`src/rtl/ip_pkg.sv`:
```
// Shared IPv4 receive definitions: header constants, FSM encoding, user sideband layout.
// Latency: n/a (package). Backpressure: n/a.
// The UDP receive stage imports the same user-field offsets.
package ip_pkg;

    localparam logic [3:0]  IPV4_VERSION   = 4'd4;
    localparam logic [3:0]  IPV4_IHL_MIN   = 4'd5;
    localparam logic [15:0] IPV4_HDR_BYTES = 16'd20;
    localparam logic [15:0] IPV4_MIN_TOTAL = 16'd28;
    localparam logic [15:0] IPV4_MAX_TOTAL = 16'd1500;
    localparam logic [7:0]  PROTO_UDP      = 8'd17;
    localparam logic [31:0] IP_BROADCAST   = 32'hFFFF_FFFF;

    // m_axis_ip_user layout: {payload length[15:0], protocol[7:0], source IP[31:0]}
    localparam int LEN_MSB   = 55;
    localparam int PROTO_MSB = 39;
    localparam int SRCIP_MSB = 31;

    typedef enum logic [2:0] {
        ST_IDLE,
        ST_HDR,
        ST_PAYLOAD,
        ST_FLUSH,
        ST_DROP
    } ip_rx_state_e;

    // Number of enabled bytes in an MSB-first contiguous keep vector.
    function automatic logic [3:0] keep_bytes(input logic [7:0] keep);
        logic [3:0] n;
        n = 4'd0;
        for (int i = 0; i < 8; i++) begin
            n = n + {3'd0, keep[i]};
        end
        return n;
    endfunction

    // MSB-first mask covering n bytes; n >= 8 gives all ones.
    function automatic logic [7:0] keep_mask(input logic [3:0] n);
        logic [7:0] m;
        if (n >= 4'd8) begin
            m = 8'hFF;
        end else begin
            m = ~(8'hFF >> n);
        end
        return m;
    endfunction

endpackage

```
`src/rtl/ip_hdr_csum.sv`:
```
// Ones-complement adder folding a running header sum with 2 or 4 halfwords of a beat.
// Latency: combinational. Backpressure: none.
// Only built when IP_RX_CHECKSUM_EN is defined.
`ifdef IP_RX_CHECKSUM_EN
module ip_hdr_csum (
    input  logic [15:0] acc_i,
    input  logic [63:0] dat_i,
    input  logic        lo_en_i,
    output logic [15:0] sum_o
);

    logic [18:0] raw;
    logic [16:0] fold1;

    always_comb begin
        raw = {3'd0, acc_i} + {3'd0, dat_i[63:48]} + {3'd0, dat_i[47:32]};
        if (lo_en_i) begin
            raw = raw + {3'd0, dat_i[31:16]} + {3'd0, dat_i[15:0]};
        end
        // Two end-around-carry folds are enough for at most five 16-bit terms.
        fold1 = {1'b0, raw[15:0]} + {14'd0, raw[18:16]};
        sum_o = fold1[15:0] + {15'd0, fold1[16]};
    end

endmodule
`endif

```
`src/rtl/ip_rx.sv`:
```
// IPv4 receive: validates the 20-byte header, strips it, realigns payload by 4 bytes (option IP_RX_CHECKSUM_EN).
// Latency: first output beat 2 cycles after input beat 3; registered input and registered outputs.
// Backpressure: none; input has no ready and output beats are assumed always accepted.
module ip_rx
    import ip_pkg::*;
#(
    parameter logic [31:0] P_LOCAL_IP     = 32'hC0A8_6401,
    parameter logic [7:0]  P_ACCEPT_PROTO = PROTO_UDP
) (
    input  logic        i_clk,
    input  logic        i_rst_n,
    input  logic [31:0] i_dynamic_local_ip,
    input  logic        i_dynamic_local_valid,
    input  logic [63:0] s_axis_mac_data,
    input  logic [7:0]  s_axis_mac_keep,
    input  logic        s_axis_mac_last,
    input  logic        s_axis_mac_valid,
    output logic [63:0] m_axis_ip_data,
    output logic [55:0] m_axis_ip_user,
    output logic [7:0]  m_axis_ip_keep,
    output logic        m_axis_ip_last,
    output logic        m_axis_ip_valid,
    output logic        o_drop
);

    logic [63:0]  in_dat_q;
    logic [7:0]   in_keep_q;
    logic         in_last_q, in_vld_q, resync_q;
    logic         in_vld_d;
    logic [31:0]  local_ip_q;

    ip_rx_state_e state_q;
    logic [1:0]   hcnt_q;
    logic [15:0]  tot_len_q;
    logic         hdr0_ok_q;
    logic [7:0]   proto_q;
    logic [31:0]  src_q;
    logic [31:0]  hold_q;
    logic [15:0]  len_q, cnt_q;
    logic [2:0]   flush_n_q;

    logic [63:0]  dat_q;
    logic [55:0]  user_q;
    logic [7:0]   keep_q;
    logic         last_q, vld_q, drop_q;

    logic         hdr0_ok, dst_ok, len_ok, csum_ok, accept, fits;
    logic [3:0]   n_in, n_hi, avail;
    logic [15:0]  rem, payload_len;
    logic [63:0]  out_beat;

    // After reset the MAC may still be mid-frame: swallow beats until an idle cycle or a last.
    assign in_vld_d = s_axis_mac_valid & ~resync_q;

    always_ff @(posedge i_clk or negedge i_rst_n) begin
        if (!i_rst_n) begin
            in_dat_q   <= '0;
            in_keep_q  <= '0;
            in_last_q  <= 1'b0;
            in_vld_q   <= 1'b0;
            resync_q   <= 1'b1;
            local_ip_q <= P_LOCAL_IP;
        end else begin
            in_vld_q  <= in_vld_d;
            in_last_q <= in_vld_d & s_axis_mac_last;
            if (in_vld_d) begin
                in_dat_q  <= s_axis_mac_data;
                in_keep_q <= s_axis_mac_keep;
            end
            if (!s_axis_mac_valid || s_axis_mac_last) begin
                resync_q <= 1'b0;
            end
            if (i_dynamic_local_valid) begin
                local_ip_q <= i_dynamic_local_ip;
            end
        end
    end

    always_comb begin
        hdr0_ok     = (in_dat_q[63:60] == IPV4_VERSION) && (in_dat_q[59:56] == IPV4_IHL_MIN) &&
                      !in_dat_q[13] && (in_dat_q[12:0] == 13'd0);
        dst_ok      = (in_dat_q[63:32] == local_ip_q) || (in_dat_q[63:32] == IP_BROADCAST);
        len_ok      = (tot_len_q >= IPV4_MIN_TOTAL) && (tot_len_q <= IPV4_MAX_TOTAL);
        accept      = hdr0_ok_q && (proto_q == P_ACCEPT_PROTO) && dst_ok && len_ok && csum_ok;
        payload_len = tot_len_q - IPV4_HDR_BYTES;
        n_in        = in_last_q ? keep_bytes(in_keep_q) : 4'd8;
        n_hi        = (n_in > 4'd4) ? 4'd4 : n_in;
        avail       = 4'd4 + n_hi;
        rem         = len_q - cnt_q;
        fits        = rem <= {12'd0, avail};
        out_beat    = {hold_q, in_dat_q[63:32]};
    end

`ifdef IP_RX_CHECKSUM_EN
    logic [15:0] csum_acc_q, csum_sum;

    ip_hdr_csum u_hdr_csum (
        .acc_i   ((state_q == ST_IDLE) ? 16'd0 : csum_acc_q),
        .dat_i   (in_dat_q),
        .lo_en_i (!(state_q == ST_HDR && hcnt_q == 2'd2)),
        .sum_o   (csum_sum)
    );

    always_ff @(posedge i_clk or negedge i_rst_n) begin
        if (!i_rst_n) begin
            csum_acc_q <= '0;
        end else if (in_vld_q && (state_q == ST_IDLE || state_q == ST_HDR)) begin
            csum_acc_q <= csum_sum;
        end
    end

    assign csum_ok = (csum_sum == 16'hFFFF);
`else
    assign csum_ok = 1'b1;
`endif

    always_ff @(posedge i_clk or negedge i_rst_n) begin
        if (!i_rst_n) begin
            state_q   <= ST_IDLE;
            hcnt_q    <= '0;
            tot_len_q <= '0;
            hdr0_ok_q <= 1'b0;
            proto_q   <= '0;
            src_q     <= '0;
            hold_q    <= '0;
            len_q     <= '0;
            cnt_q     <= '0;
            flush_n_q <= '0;
            dat_q     <= '0;
            user_q    <= '0;
            keep_q    <= 8'hFF;
            last_q    <= 1'b0;
            vld_q     <= 1'b0;
            drop_q    <= 1'b0;
        end else begin
            vld_q  <= 1'b0;
            last_q <= 1'b0;
            keep_q <= 8'hFF;
            drop_q <= 1'b0;
            case (state_q)
                ST_IDLE: begin
                    if (in_vld_q) begin
                        tot_len_q <= in_dat_q[47:32];
                        hdr0_ok_q <= hdr0_ok;
                        hcnt_q    <= 2'd1;
                        if (in_last_q) begin
                            drop_q <= 1'b1;
                        end else begin
                            state_q <= ST_HDR;
                        end
                    end
                end
                ST_HDR: begin
                    if (in_vld_q) begin
                        if (hcnt_q == 2'd1) begin
                            proto_q <= in_dat_q[55:48];
                            src_q   <= in_dat_q[31:0];
                            hcnt_q  <= 2'd2;
                            if (in_last_q) begin
                                drop_q  <= 1'b1;
                                state_q <= ST_IDLE;
                            end
                        end else begin
                            hold_q <= in_dat_q[31:0];
                            len_q  <= payload_len;
                            cnt_q  <= '0;
                            if (in_last_q || !accept) begin
                                drop_q  <= 1'b1;
                                state_q <= in_last_q ? ST_IDLE : ST_DROP;
                            end else begin
                                user_q[LEN_MSB -: 16]   <= payload_len;
                                user_q[PROTO_MSB -: 8]  <= proto_q;
                                user_q[SRCIP_MSB -: 32] <= src_q;
                                state_q <= ST_PAYLOAD;
                            end
                        end
                    end
                end
                ST_PAYLOAD: begin
                    if (in_vld_q) begin
                        vld_q  <= 1'b1;
                        dat_q  <= out_beat;
                        hold_q <= in_dat_q[31:0];
                        cnt_q  <= cnt_q + 16'd8;
                        if (fits) begin
                            // Payload complete; any remaining input is Ethernet padding.
                            last_q  <= 1'b1;
                            keep_q  <= keep_mask(rem[3:0]);
                            state_q <= in_last_q ? ST_IDLE : ST_DROP;
                        end else if (in_last_q) begin
                            if (n_in > 4'd4) begin
                                flush_n_q <= 3'(n_in - 4'd4);
                                state_q   <= ST_FLUSH;
                            end else begin
                                last_q  <= 1'b1;
                                keep_q  <= keep_mask(avail);
                                drop_q  <= 1'b1;
                                state_q <= ST_IDLE;
                            end
                        end
                    end
                end
                ST_FLUSH: begin
                    vld_q  <= 1'b1;
                    last_q <= 1'b1;
                    dat_q  <= {hold_q, 32'd0};
                    if (rem > {13'd0, flush_n_q}) begin
                        keep_q <= keep_mask({1'b0, flush_n_q});
                        drop_q <= 1'b1;
                    end else begin
                        keep_q <= keep_mask(rem[3:0]);
                    end
                    state_q <= ST_IDLE;
                end
                ST_DROP: begin
                    if (in_vld_q && in_last_q) begin
                        state_q <= ST_IDLE;
                    end
                end
                default: state_q <= ST_IDLE;
            endcase
        end
    end

    assign m_axis_ip_data  = dat_q;
    assign m_axis_ip_user  = user_q;
    assign m_axis_ip_keep  = keep_q;
    assign m_axis_ip_last  = last_q;
    assign m_axis_ip_valid = vld_q;
    assign o_drop          = drop_q;

endmodule
```
`config.mk`:
```
export PLATFORM = sky130hd
export DESIGN_NAME = ip_rx
export DESIGN_NICKNAME = d
export VERILOG_FILES = /design/src/rtl/ip_pkg.sv /design/src/rtl/ip_hdr_csum.sv /design/src/rtl/ip_rx.sv
export SDC_FILE = /design/constraint.sdc
export NUM_CORES = 1
export LEC_CHECK = 0
export CAP_MARGIN = 20
export CORE_ASPECT_RATIO = 1.4
export CORE_MARGIN = 1.5
export CORE_UTILIZATION = 35
export DETAILED_ROUTE_END_ITERATION = 16
export SLEW_MARGIN = 40
export SYNTH_ARGS = -nofsm -noshare
export SYNTH_HDL_FRONTEND = slang
export SYNTH_HIERARCHICAL = 1
export SYNTH_SLANG_ARGS = --single-unit
```
`constraint.sdc`:
```
create_clock -name i_clk -period 7 [get_ports i_clk]
set_input_delay 1.4 -clock i_clk [delete_from_list [all_inputs] [get_ports i_clk]]
set_output_delay 1.4 -clock i_clk [all_outputs]
set_load 0.01 [all_outputs]
```
==> flow_summary.ini <==
[global_route]
grt.overflow.total = 0
antenna_found_initial = 10
grt_pass1_vias = 11400
grt_pass1_wl_um = 66600
grt_max_degree = 108
grt_usage_pct = 18.7

[clock_network]
cts_buffers = 38
clock_latency_ps = 540
cts_sinks = 364
cts.clk_slew.worst_paths_ps = 60
htreeDepth = 2
ctsHoldBuffers = 0
clockBufferDepth = 3
cts_resized = 0
post_cts_buffers = 0
tritoncts = yes
cts-root-buf = clkbuf_16

[finish]
area_delta_synth_final_pct = 27.7
finish.instance_area_um2 = 20200
fillers = 4053
final_nets = 1722
final_common_cell = dfrtp_1
mostFrequentLayoutCells = dfrtp_1, nand2_1, clkdlybuf4s50_1
drive_gt1_share_pct = 19.2

[pwr]
p_total_uw = 7660
vdd_ir_drop_max_mv = 0.196
p_per_area_nw_per_um2 = 379
p_leak_uw = 0.00883

[yosys]
ys_seq_area_share_pct = 57.8
dominantRegCellSynth = dfrtp_1
ys_seq_elements = 364
synthMuxAreaShare_pct = 15.1
postSynthCellCount = 1344
synthAdderAreaFrac_pct = 2.64
syn_avg_cell_area_um2 = 11.8
syn_nets = 1484
synth-edff-count = 0
synth_compound_area_share_pct = 6.36
synth_area_um2 = 15800
synth_top_family_by_area = multiplexers
ys.warnings.count = 6
synthArstFlopShare_pct = 100
synth_xor_area_share_pct = 3.27
synth_cell_types = 77
synth-simple-area-share_pct = 12.1

[timing]
setup_ws_ps = 1870
fin_skew_ps = 18.5
hold_viol_final = 0
rsz0062_at_grt = no
slew_violations = 0
fin_setup_tns_ps = 0
finalSetupViolations = 0
fin_crit_ps = 5130
slew_headroom_pct = 44.8
holdWs_ps = 461
max_clock_freq_mhz = 195
finalCritPeriodShare_pct = 73.3
worst_pin_slew_ps = 825

[routing]
finalWirelength_um = 42800
drc = 0
first_iter_violations = 492
dr.pass1.iters = 4
final_antenna_net_count = 0
wire_per_inst_um = 19.7
vias = 10900
viasPerCell = 5.03

[place]
pre_cts_slack_ps = 1870
dp_hpwl_um = 29700
portBuffers = 239
gp_congestion = 0.867
place_area_um2 = 18900

[critical_path]
cp.required_ps = 7410
cp_max_fo = 5
slowest_delay_ps = 530
start_kind = flop
critPathTopFamily = adder cells
crit_chain = fa_1 > inv_1 > fa_1 > fa_1 > inv_1 > ha_1 > inv_1 > fa_1 > nor3_1 > a21oi_1 > nor2_1 > nand2_1 > ha_1 > nor2b_1 > o21ai_0 > nand2b_1 > a21oi_1 > a41o_1 > nor2b_2 > nor4_4 > mux2_1
arrival_ps = 5530
crit_type = flop to flop
crit_path_top_delay_cell = fa_1
end_kind = flop
cp_common_cell = fa_1
cp_num_buf_inv = 3

[die]
rows = 91
die_w_um = 183
fp.dieH_um = 254
start_util_pct = 35.7
core_area_um2 = 44300
io_pins = 240
dieArea_um2 = 46500

[min_path]
hp-class = flop to flop

[run]
maxCapViolations = 0

[status]
outcome = completed
==> metrics by stage <==
stage	utilization (%)	cells
finish	45.6	2172
global route	45.6	2172
CTS	45.5	2165
detailed placement	42.6	2100
global placement	42.5	2098
floorplan	-	1344
==> area by class of cell <==
type | count | area [µm²] | share of cell area, %
sequential | 364 | 9130 | 45.2
tap | 558 | 698 | 3.46
inverter | 51 | 191 | 0.948
clock inverter | 8 | 149 | 0.738
clock buffer | 57 | 1130 | 5.62
timing repair buffer | 255 | 2570 | 12.8
multi-input combinational | 872 | 6290 | 31.2
antenna | 7 | 17.5 | 0.0868
==> worst reg2reg max path, cell delays in order (launching register included) <==
cell and delay, ps:
dfrtp_1 400, fa_1 530, inv_1 50, fa_1 490, fa_1 410, inv_1 60
ha_1 160, inv_1 60, fa_1 420, nor3_1 190, a21oi_1 60, nor2_1 250
nand2_1 100, ha_1 300, nor2b_1 120, o21ai_0 80, nand2b_1 70, a21oi_1 60
a41o_1 270, nor2b_2 210, nor4_4 390, mux2_1 360
==> routing by layer <==
layer / vias to the layer above / share of wire [%] / track usage [%]
met2: 254 / 52 / 33.3
met3: 81 / 5.6 / 4.34
li1: 5088 / - / -
met1: 5491 / 39 / 21.6
met5: - / 0.091 / 0
met4: 6 / 3.3 / 7.70
==> registers in the layout (all words and copies together) (netlist names), 2 cells and up <==
register,flops
flush_n_q,3
in_keep_q,8
m_axis_ip_user,56
src_q,32
local_ip_q,32
m_axis_ip_keep,8
cnt_q,13
m_axis_ip_data,64
len_q,16
hold_q,32
proto_q,8
state_q,3
hcnt_q,2
in_dat_q,64
tot_len_q,16
==> report_power, final <==
group	switching [µW]	internal, µW	total (µW)
sequential	437	2670	3100
clock	841	1260	2100
combinational	1310	1140	2450
==> cells in the mapped netlist (4+ instances only) <==
cell / count / area (µm²)
and2_1: 4 / 25.0
xnor2_1: 52 / 455
inv_1: 49 / 184
ha_1: 27 / 338
nor4_1: 10 / 62.6
nand2b_1: 8 / 50.1
xor2_1: 7 / 61.3
o21ai_0: 37 / 185
nor4b_1: 4 / 35.0
dfstp_2: 18 / 473
nand2_1: 251 / 942
or3_1: 5 / 31.3
fa_1: 4 / 80.1
o21a_1: 4 / 30.0
nor2b_1: 13 / 81.3
nand4_1: 20 / 125
a31oi_1: 6 / 37.5
nor2_1: 47 / 176
dfrtp_1: 346 / 8660
and3_1: 8 / 50.1
mux2i_1: 18 / 180
nand3_1: 15 / 75.1
a22o_1: 28 / 245
a21oi_1: 36 / 180
buf_2: 9 / 45.0
clkbuf_1: 41 / 154
buf_1: 5 / 18.8
nor3_1: 12 / 60.1
a21o_1: 4 / 30.0
mux2_2: 190 / 2140
==> final timing paths <==
kind / from / to / slack [ps] / cells past startpoint
max in group asynchronous: i_rst_n / resync_q / 4690 / 3
worst min register to register: hold_q[17] / m_axis_ip_data[49] / 460 / 2
min in group asynchronous: i_rst_n / m_axis_ip_data[24] / 880 / 1
worst max-delay path: in_keep_q[0] / flush_n_q[0] / 1870 / 21
worst min-delay path: hold_q[17] / m_axis_ip_data[49] / 460 / 2
worst max register to register: in_keep_q[0] / flush_n_q[0] / 1870 / 21
==> cell families (layout without fill, tap and decap cells) <==
family                     count (synthesis)  after routing
and+or+nand+nor                          418            418
DFF                                      364            364
muxes                                    213            213
AOI/OAI and AO/OA                        149            149
buffers and inverters                    108            371
xor gates and xnor gates                  59             59
adders and majority gates                 31             31
other                                      2              9
Note: power is estimated with default switching activity, not from simulation.
